**config.mk**
```make
export PLATFORM = sky130hd
export DESIGN_NAME = qcs_gpio_in_deb
export DESIGN_NICKNAME = d
export VERILOG_FILES = /design/src/rtl/qcs_gpio_rtl_pkg.sv /design/src/rtl/qcs_gpio_in_bit.sv /design/src/rtl/qcs_gpio_in_deb.sv
export SDC_FILE = /design/constraint.sdc
export NUM_CORES = 1
export LEC_CHECK = 0
export CORE_ASPECT_RATIO = 1.4
export CORE_MARGIN = 4
export CORE_UTILIZATION = 52
export CTS_BUF_LIST = sky130_fd_sc_hd__clkbuf_2
export CTS_CLUSTER_SIZE = 14
export DETAILED_ROUTE_END_ITERATION = 10
export GPL_ROUTABILITY_DRIVEN = 1
export GPL_TIMING_DRIVEN = 0
export HOLD_SLACK_MARGIN = 0.02
export PLACE_DENSITY_LB_ADDON = 0.25
export SYNTH_ARGS = -nofsm -noshare
export SYNTH_HDL_FRONTEND = slang
export SYNTH_HIERARCHICAL = 1
export SYNTH_SLANG_ARGS = --single-unit
```
**constraint.sdc**
```tcl
create_clock -name clk -period 1.9 [get_ports clk]
set_clock_uncertainty 0.15 [all_clocks]
set_input_delay 0.285 -clock clk [delete_from_list [all_inputs] [get_ports clk]]
set_output_delay 0.285 -clock clk [all_outputs]
set_load 0.05 [all_outputs]
```
**src/rtl/qcs_gpio_rtl_pkg.sv**
```systemverilog
// Shared constants and types for the GPIO input debounce block.
// Per-bit status is carried between the bit slices and the top as a struct.
package qcs_gpio_rtl_pkg;

    localparam int QCS_GPIO_MAX_WIDTH = 32;
    localparam int QCS_GPIO_DEB_CNT_W = 8;

    typedef struct packed {
        logic val;
        logic rise;
        logic fall;
    } qcs_gpio_bit_t;

endpackage

```
**src/rtl/qcs_gpio_in_bit.sv**
```systemverilog
// One GPIO input slice: synchroniser, debounce counter,
// debounced value flop and registered edge pulses.
module qcs_gpio_in_bit
    import qcs_gpio_rtl_pkg::*;
#(
    parameter int SYNC_STAGES = 2,
    parameter int DEB_CNT_W   = QCS_GPIO_DEB_CNT_W
) (
    input  logic                 clk,
    input  logic                 rst,
    input  logic                 pin,
    input  logic [DEB_CNT_W-1:0] deb_limit,
    output qcs_gpio_bit_t        st
);

    logic [SYNC_STAGES-1:0] sync_q;
    logic [DEB_CNT_W-1:0]   cnt_q;
    logic                   s;

    assign s = sync_q[SYNC_STAGES-1];

    always_ff @(posedge clk or posedge rst) begin
        if (rst) begin
            sync_q <= '0;
        end else begin
            sync_q <= {sync_q[SYNC_STAGES-2:0], pin};
        end
    end

    // >= so a lowered limit takes effect on the next differing cycle
    always_ff @(posedge clk or posedge rst) begin
        if (rst) begin
            cnt_q <= '0;
            st    <= '0;
        end else begin
            st.rise <= 1'b0;
            st.fall <= 1'b0;
            if (s == st.val) begin
                cnt_q <= '0;
            end else if (cnt_q >= deb_limit) begin
                cnt_q   <= '0;
                st.val  <= s;
                st.rise <= s;
                st.fall <= ~s;
            end else begin
                cnt_q <= cnt_q + 1'b1;
            end
        end
    end

endmodule

```
**src/rtl/qcs_gpio_in_deb.sv**
```systemverilog
// GPIO input block: per-bit synchronise and debounce slices,
// sticky maskable edge status and a registered combined irq.
module qcs_gpio_in_deb
    import qcs_gpio_rtl_pkg::*;
#(
    parameter int WIDTH       = 8,
    parameter int SYNC_STAGES = 2,
    parameter int DEB_CNT_W   = QCS_GPIO_DEB_CNT_W
) (
    input  logic                 clk,
    input  logic                 rst,
    input  logic [WIDTH-1:0]     gpio_in,
    input  logic [DEB_CNT_W-1:0] deb_limit,
    input  logic [WIDTH-1:0]     rise_en,
    input  logic [WIDTH-1:0]     fall_en,
    input  logic [WIDTH-1:0]     irq_clr,
    output logic [WIDTH-1:0]     gpio_val,
    output logic [WIDTH-1:0]     rise_pulse,
    output logic [WIDTH-1:0]     fall_pulse,
    output logic [WIDTH-1:0]     irq_status,
    output logic                 irq
);

    if (WIDTH < 1 || WIDTH > QCS_GPIO_MAX_WIDTH) begin : g_bad_width
        $fatal(1, "qcs_gpio_in_deb: WIDTH out of range");
    end

    if (SYNC_STAGES < 2) begin : g_bad_sync
        $fatal(1, "qcs_gpio_in_deb: SYNC_STAGES must be >= 2");
    end

    qcs_gpio_bit_t bit_st [WIDTH];

    for (genvar i = 0; i < WIDTH; i++) begin : g_bit
        qcs_gpio_in_bit #(
            .SYNC_STAGES (SYNC_STAGES),
            .DEB_CNT_W   (DEB_CNT_W)
        ) u_bit (
            .clk       (clk),
            .rst       (rst),
            .pin       (gpio_in[i]),
            .deb_limit (deb_limit),
            .st        (bit_st[i])
        );

        assign gpio_val[i]   = bit_st[i].val;
        assign rise_pulse[i] = bit_st[i].rise;
        assign fall_pulse[i] = bit_st[i].fall;
    end

    // set terms are OR-ed after the clear so a same-cycle set wins
    always_ff @(posedge clk or posedge rst) begin
        if (rst) begin
            irq_status <= '0;
            irq        <= 1'b0;
        end else begin
            irq_status <= (irq_status & ~irq_clr)
                        | (rise_pulse & rise_en)
                        | (fall_pulse & fall_en);
            irq        <= |irq_status;
        end
    end

endmodule

```
==> flow_summary.toml <==
[floorplanning]
dieHeight_um = 136
initial_utilization_pct = 53.4
ios = 75
die_w_um = 99.2
die_area_um2 = 13500
rows = 46
coreArea_um2 = 11300

[finish]
syn_to_final_growth_pct = 28.9
regArea_um2 = 2840
fill_cells = 851
layout-drive-gt1-share_pct = 24.4
fin_nets = 832
final_cells = 876
post-route-util_pct = 68.8
multi_input_area_um2 = 3230

[yosys]
synth_largest_area_cell = "dfrtp_1"
synth.top_cell.area_share_pct = 46.7
yosysSeqAreaShare_pct = 46.7
synth_area_leaders = "dfrtp_1 (47%), ha_1 (15%), inv_1 (6.0%)"
syn_nets = 703
syn-cell-area_um2 = 6050
yosys_warnings = 6
synthCells = 589
synth.distinct_cells = 19
synth_area_per_cell_um2 = 10.3
ys_ff_latch = 113

[critical_path]
slowest_stage = "clkdlybuf4s50_1"
r2r_start = "g_bit[1].u_bit/cnt_q[0]"
worstPathMaxFanout = 8
start_kind = "input port"
r2r-end = "g_bit[1].u_bit/st[2]"
cp_data_arrival_time_ns = 2.45
cp.required_ns = 2.31
crit_chain = "clkdlybuf4s50_1 > inv_1 > ha_1 > a2111o_1 > a21oi_2 > mux2_4"
cpPeakStageDelay_ns = 0.77
endpoint = "g_bit[6].u_bit/st[2]"
endpoint_kind = "flop"
crit_start = "deb_limit[1]"
path_class = "input port to flop"
rr_worst_depth = 6
reg2reg_slack_ns = -0.13

[status]
violations = "setup timing"
status = "finished with violations"

[routing]
drc = 0
vias_per_cell = 5.39
wire_per_inst_um = 15.8
antenna_left = 0
routed_wl_um = 13800
drt_iter0_drc = 189
vias = 4718
dr.pass1.iters = 4

[grt]
grt_pass1_vias = 4947
grt_start_max_net_pins = 17
antenna_found_initial = 1
grt-ovfl-total = 0
grtUsageTotal_pct = 21.4
grt_pass1_wl_um = 22600

[clocking]
cts_root_buf = "clkbuf_2"
clk_latency_ns = 0.66
clock-sinks = 113
htree_levels = 4
cts_tree = "done"
clock_path_buffers = 2
clkSlewWorstSetupHoldPaths_ns = 0.17
cts_buffers = 17

[power]
power.density_nw_per_um2 = 944
leakage_nw = 3.92
ir_drop_v = 0.000474

[timing]
worstMarginPinSlew_ns = 0.690
fmax_mhz = 489
fin_crit_sh_pct = 108
setup-violations-final = 77
hold_viol = 0
period_needed_ns = 2.04
slew_viol_final = 0
whs_ns = 0.102
slew_headroom_pct = 54.0
finalWorstSetupSlack_ns = -0.144
rsz0062_at_grt = "true"

[placement]
place_hpwl_um = 9690
preCtsSetupSlack_ns = -0.877
gp_congestion = 0.840
place.port_buffers = 74
placedCellCount = 807

[worst_hold_path]
hold_depth = 3
hold_path.class = "input port to flop"

[flow_run]
cap_violations = 0
==> final cells by class <==
| class | instances | share of cell area [%] |
|---|---|---|
| repair buffers | 110 | 12.0 |
| inverters | 97 | 4.67 |
| clock inverters | 14 | 2.13 |
| multi-input cells | 379 | 41.4 |
| well taps | 144 | 2.31 |
| flip-flops and latches | 113 | 36.4 |
| diodes | 1 | 0.0321 |
| clock buffers | 18 | 1.16 |
==> sequential cells by signal (all words and copies together) (netlist names) <==
signal	count
g_bit.u_bit/cnt_q	64
g_bit.u_bit/st	24
g_bit.u_bit/sync_q	16
irq	1
irq_status	8
==> synthesized netlist by cell type <==
cell	number
xnor2_1	16
a22oi_1	8
dfrtp_1	113
and3_1	16
mux2_2	8
nor3b_1	16
ha_1	72
nand3_1	40
o21ai_0	24
xor2_1	40
a211o_2	8
a2111o_1	8
a21oi_1	32
inv_1	97
nand2b_4	8
nand4_1	8
nor2_1	64
nor4_1	2
nand2_1	9
==> per-stage QoR <==
stage	setup TNS, ns	area, µm²	power (mW)
after global routing	-9.35	7800	7.82
after floorplan	-0.579	6110	4.51
after detailed placement	-65.94	7030	5.14
final	-6.28	7800	7.36
after CTS	-4.50	7590	7.18
after global placement	-63.52	7030	5.02
==> power by group <==
part	leakage (nW)	internal (mW)	switching (mW)
clock network	0.137	0.730	0.941
logic	2.28	1.22	1.44
registers	1.51	2.70	0.329
total	3.92	4.65	2.71
==> what timing repair did <==
| item | in CTS | in global routing |
|---|---|---|
| hold buffers | 18 | 0 |
| pin swaps | 54 | 25 |
| hold endpoints to repair | 16 | 0 |
| buffers inserted | 17 | 3 |
| endpoints found under the setup margin | 111 | 94 |
| gates resized for setup | 213 | 60 |
==> layout by cell type (no fill, tap or decap), drive strengths merged <==
master         instances
dlygate4sd3           18
mux2                   8
nor4                   2
nand4                  8
diode                  1
clkdlybuf4s50         38
a21oi                 32
clkbuf                23
nand2                  9
dlygate4sd2            2
dlymetal6s2s           1
bufinv                 3
a22oi                  8
inv                   97
xnor2                 16
buf                   46
a211o                  8
xor2                  40
ha                    72
nand2b                 8
and3                  16
o21ai                 24
nor3b                 16
nand3                 40
clkinv                 6
dfrtp                113
nor2                  64
a2111o                 8
clkinvlp               5
==> critical path: cells and delay by family <==
kind            cells  cell delay [ns]
buf+inv             2             0.87
compound gates      2             0.66
fa+ha+maj           1             0.31
mux                 1             0.31
==> kinds of logic after synthesis <==
group	count (synthesis)	synth area share (%)
xor+xnor	56	8.11
flops	113	46.7
mux	8	1.49
simple gates	163	14.3
fa+ha+maj	72	14.9
compound gates	80	8.44
buf+inv	97	6.02
==> routing by layer <==
metal,part of all wire (%),GRT usage [%],vias to the layer above,wire (µm)
met4,2.0,7.82,0,272
met1,38,23.4,2334,5310
met3,5.7,5.92,24,793
met5,0,0,-,0
met2,54,39.1,115,7430
li1,-,-,2245,-
==> how the worst min path moves through the flow <==
stage	startpoint	endpoint	slack, ns
after global routing	fall_en[5]	irq_status[5]	0.06
after global placement	g_bit[4].u_bit/sync_q[0]	g_bit[4].u_bit/sync_q[1]	0.18
after detailed placement	g_bit[1].u_bit/sync_q[0]	g_bit[1].u_bit/sync_q[1]	0.19
final	fall_en[2]	irq_status[2]	0.10
after floorplan	rst	irq	-0.04
after CTS	fall_en[2]	irq_status[2]	0.02
Power figures use the tool's default switching activity.
==> variant 1 (same flow settings) <==
Put a register stage on the output `fall_pulse`. The value now appears one clock later. The other outputs are not delayed to match.
--- a/src/rtl/qcs_gpio_in_deb.sv
+++ b/src/rtl/qcs_gpio_in_deb.sv
@@ -20,6 +20,8 @@
     output logic [WIDTH-1:0]     irq_status,
     output logic                 irq
 );
+
+    logic [WIDTH-1:0] fall_pulse_d;
 
     if (WIDTH < 1 || WIDTH > QCS_GPIO_MAX_WIDTH) begin : g_bad_width
         $fatal(1, "qcs_gpio_in_deb: WIDTH out of range");
@@ -45,7 +47,7 @@
 
         assign gpio_val[i]   = bit_st[i].val;
         assign rise_pulse[i] = bit_st[i].rise;
-        assign fall_pulse[i] = bit_st[i].fall;
+        assign fall_pulse_d[i] = bit_st[i].fall;
     end
 
     // set terms are OR-ed after the clear so a same-cycle set wins
@@ -56,10 +58,14 @@
         end else begin
             irq_status <= (irq_status & ~irq_clr)
                         | (rise_pulse & rise_en)
-                        | (fall_pulse & fall_en);
+                        | (fall_pulse_d & fall_en);
             irq        <= |irq_status;
         end
     end
 
+    always_ff @(posedge clk) begin
+        fall_pulse <= fall_pulse_d;
+    end
+
 endmodule
 
Function: changed (a bounded check fails within 10 cycles, from zero or initial values and one cycle with rst high).
==> variant 1 against the unedited design <==
The flow still finishes with violations (setup timing); via count is 0.57% higher; die area is 2.6% higher; sequential share of layout area is 1.7 points higher; cell area is 0.72% higher; global-route usage is 0.10 points lower; total power is 2.9% lower; worst setup slack worse by 0.033 ns; area after synthesis is 2.8% higher; wire length is 1.6% higher; synthesized cell count is 1.2% higher; sequential cell count is 8 higher; count of clock-buffer cells in the layout is 5 higher; critical endpoint is now g_bit[7].u_bit/st[2]; highest routed layer unchanged.
==> variant 1: results (changes against the unedited design) <==
Proportion of power drawn by flip-flops and latches: 0.443 (was 0.411)
Routed wl met3: 787 microns (was 793 microns)
Met3 usage: 0.05471 (was 0.05925)
Met1 Wirelength: 5.440 mm (was 5.306 mm)
Synth Area in XOR/XNOR: 0.07887 (was 0.08106)
Mux cell area share after synthesis: 0.01449 (was 0.01489)
Net Sw Frac: 0.3626 (was 0.3682)
Global placement routability congestion: 0.8238 (was 0.8404)
Slew HR: 0.5732 (was 0.5402)
Final Setup Violations: 86 (was 77)
Global Route Usage Sum: 0.2129 (was 0.2139)
Reg2reg start: g_bit[4].u_bit/cnt_q[0] (was g_bit[1].u_bit/cnt_q[0])
Synth cell count leaders: dfrtp_1 (113), inv_1 (96), ha_1 (72) (was dfrtp_1 (113), inv_1 (97), ha_1 (72))
Async SR Flop Fraction: 0.9339 (was 1.000)
M2 GR Usage: 0.3820 (was 0.3913)
Fill cells: 915 (was 851)
Post-synth cell types: 22 (was 19)
First-pass GRT wire length: 22.87 mm (was 22.64 mm)
Register area share after synthesis: 0.4805 (was 0.4673)
Cell area after layout: 0.007855 sq mm (was 0.007799 sq mm)
Leakage: 3.983 nW (was 3.923 nW)
Synth top area cells: dfrtp_1 (45%), ha_1 (14%), inv_1 (5.8%), xor2_1 (5.6%), nor2_1 (3.9%) (was dfrtp_1 (47%), ha_1 (15%), inv_1 (6.0%), xor2_1 (5.8%), nor2_1 (4.0%))
Cell Pwr Density: 909.6 mW/mm^2 (was 943.8 mW/mm^2)
Worst slack, placed: -0.8728 ns (was -0.8774 ns)
Post-DP HPWL: 9.954 mm (was 9.689 mm)
Setup slack after layout: -0.1766 ns (was -0.1441 ns)
Failing checks: setup timing (unchanged)
Ratio of cells with drive above 1 in the final layout: 0.2351 (was 0.2435)
CTS resizes: 165 (was 213)
Met2 WL: 7.436 mm (was 7.426 mm)
M1 GR Usage: 0.2411 (was 0.2340)
Status: complete, but fails checks (unchanged)
Compound-cell area share of the yosys netlist: 0.08169 (was 0.08437)
Adder-cell area share of the yosys netlist: 0.1449 (was 0.1489)
DR vias: 4745 (was 4718)
Number of global-route vias before repair: 5008 (was 4947)
Hold-fix buffers, CTS: 13 (was 18)
Dpl cell area: 0.007203 sq mm (was 0.007032 sq mm)
Post-Syn Nets: 710 (was 703)
Fin cells: 888 (was 876)
Post-route setup TNS: -8.874 ns (was -6.279 ns)
Placed Cells: 817 (was 807)
VDD IR max: 0.5770 mV (was 0.4737 mV)
[variant 1: cell type report]
type	count	share of cell area
Multi-Input combinational cell	379	0.4078
Sequential cell	121	0.3810
Timing Repair Buffer	112	0.1190
Inverter	96	0.04587
Tap cell	147	0.02342
Clock buffer	23	0.01465
Clock inverter	9	0.007964
Antenna cell	1	0.0003186
[variant 1: worst register-to-register path, cell delays in order (launching register included)]
cell and delay, ns:
dfrtp_1 0.42, inv_1 0.06, ha_1 0.26, nand2b_4 0.13
a2111o_1 0.42, a21oi_2 0.19, mux2_4 0.31
[variant 1: worst paths after layout]
kind / slack (ns) / endpoint / cells past startpoint
min in group asynchronous: 0.16 / irq_status[4] / 2
hold reg to reg: 0.20 / fall_pulse[7] / 0
hold / removal: 0.11 / irq_status[2] / 2
max in group asynchronous: 0.97 / g_bit[7].u_bit/st[2] / 2
setup / recovery: -0.18 / g_bit[7].u_bit/st[2] / 6
setup reg to reg: -0.15 / g_bit[4].u_bit/st[2] / 6
==> variant 2 (same settings) <==
Made on the original files. `SYNC_STAGES` is set to 2 in 2 places; all go to 4.
--- a/src/rtl/qcs_gpio_in_bit.sv
+++ b/src/rtl/qcs_gpio_in_bit.sv
@@ -3,7 +3,7 @@
 module qcs_gpio_in_bit
     import qcs_gpio_rtl_pkg::*;
 #(
-    parameter int SYNC_STAGES = 2,
+    parameter int SYNC_STAGES = 4,
     parameter int DEB_CNT_W   = QCS_GPIO_DEB_CNT_W
 ) (
     input  logic                 clk,
--- a/src/rtl/qcs_gpio_in_deb.sv
+++ b/src/rtl/qcs_gpio_in_deb.sv
@@ -4,7 +4,7 @@
     import qcs_gpio_rtl_pkg::*;
 #(
     parameter int WIDTH       = 8,
-    parameter int SYNC_STAGES = 2,
+    parameter int SYNC_STAGES = 4,
     parameter int DEB_CNT_W   = QCS_GPIO_DEB_CNT_W
 ) (
     input  logic                 clk,
Behaviour: not the same (a bounded check fails within 4 cycles, from zero or initial values and one cycle with rst high).
==> variant 2 against the unedited design <==
The run still ends with setup timing left; final cell count is 2.3% higher; core utilization is 0.91 points lower; cell area is 4.4% higher; worst hold slack worse by 0.014 ns; sequential cell count is 16 higher; worst setup slack worse by 0.044 ns; area after synthesis is 6.6% higher; wire length is 3.9% higher; total power is 3.7% higher; maximum frequency is 2.1% lower; critical path type unchanged; largest power group unchanged.
==> variant 2: results (changes against the unedited design) <==
Setup slack after layout: -0.1881 ns (was -0.1441 ns)
Crit path arrival time: 2.48 ns (was 2.45 ns)
Post-DP HPWL: 9.885 mm (was 9.689 mm)
Placed Cells: 826 (was 807)
Final Setup Violations: 85 (was 77)
Clk pwr: 1.62 mW (was 1.67 mW)
Leakage: 4.118 nW (was 3.923 nW)
CTS resizes: 185 (was 213)
Ratio of cells with drive above 1 in the final layout: 0.2460 (was 0.2435)
Worst slack, placed: -0.8777 ns (was -0.8774 ns)
Global Route Usage Sum: 0.2042 (was 0.2139)
Hold slack: 0.08773 ns (was 0.1020 ns)
First-pass GRT wire length: 22.89 mm (was 22.64 mm)
Synth cell count leaders: dfrtp_1 (129), inv_1 (97), ha_1 (72) (was dfrtp_1 (113), inv_1 (97), ha_1 (72))
Post-Syn Nets: 719 (was 703)
Adder-cell area share of the yosys netlist: 0.1396 (was 0.1489)
Mapped Cells: 605 (was 589)
Worst Max-Slew Pin Slew: 0.6356 ns (was 0.6896 ns)
WL/cell: 16.00 microns (was 15.75 microns)
Compound-cell area share of the yosys netlist: 0.07913 (was 0.08437)
Hold-fix buffers, CTS: 16 (was 18)
Register area share after synthesis: 0.5004 (was 0.4673)
Initial drt markers: 219 (was 189)
Async SR Flop Fraction: 1.000 (unchanged)
Failing checks: setup timing (unchanged)
Max incr delay on CP: 0.79 ns (was 0.77 ns)
# nets final: 849 (was 832)
Status: complete, but fails checks (unchanged)
Post-CTS Setup Bufs: 15 (was 17)
Synth Area in XOR/XNOR: 0.07603 (was 0.08106)
Clk root buf: clkbuf_2 (unchanged)
Largest regs: g_bit.u_bit/cnt_q x64, g_bit.u_bit/sync_q x32, g_bit.u_bit/st x24 (was g_bit.u_bit/cnt_q x64, g_bit.u_bit/st x24, g_bit.u_bit/sync_q x16)
Net Sw Frac: 0.3625 (was 0.3682)
Global placement routability congestion: 0.8349 (was 0.8404)
Mux cell area share after synthesis: 0.01396 (was 0.01489)
Worst path slowest cell: clkdlybuf4s50_1 (unchanged)
VDD IR max: 0.4161 mV (was 0.4737 mV)
Via density: 5.414 (was 5.386)
variant 2: cell count changes in the layout (fill, tap and decap cells not counted), sizes merged:
cell           delta
clkinv            +3
buf               +4
dlygate4sd3       -2
dlymetal6s2s      +1
clkbuf            -1
bufinv            -1
inv               +1
dfrtp            +16
clkdlybuf4s50     -1
clkinvlp          -3
variant 2: metrics by stage:
step / setup TNS, ns / util / instance area, sq um / power (mW)
floorplan: -0.5792 / - / 6511 / 4.857
global placement: -63.60 / 0.6198 / 7436 / 5.353
detailed placement: -65.49 / 0.6198 / 7436 / 5.490
CTS: -4.760 / 0.6580 / 7894 / 7.374
global route: -11.19 / 0.6788 / 8143 / 8.090
finish: -8.855 / 0.6788 / 8143 / 7.631
variant 2: area by class of cell:
cell class              instances  area [sq um]
diodes                          1         2.502
flip-flops and latches        129          3238
inverters                      97         364.1
clock inverters                14         141.4
fillers                       939          3854
clock buffers                  18         90.09
multi-input cells             379          3204
repair buffers                111         918.4
well taps                     147         183.9
variant 2: worst paths after layout:
check,start,end,depth (start not counted)
min in group asynchronous,rst,irq_status[6],2
min,fall_en[2],irq_status[2],3
min reg2reg,g_bit[0].u_bit/sync_q[1],g_bit[0].u_bit/sync_q[2],0
max,deb_limit[1],g_bit[6].u_bit/st[2],6
max reg2reg,g_bit[1].u_bit/cnt_q[0],g_bit[1].u_bit/st[2],6
max in group asynchronous,rst,g_bit[6].u_bit/st[2],2
variant 2: worst max-delay path: cells and delay by family:
family | cells | cell delay, ns
compound gates | 2 | 0.67
fa+ha+maj | 1 | 0.31
buf+inv | 2 | 0.88
mux | 1 | 0.31
variant 2: routing by layer:
layer | share of wire | GRT usage
met1 | 0.40 | 0.2326
met2 | 0.52 | 0.3535
met3 | 0.043 | 0.04757
met4 | 0.035 | 0.09744
met5 | 0 | 0
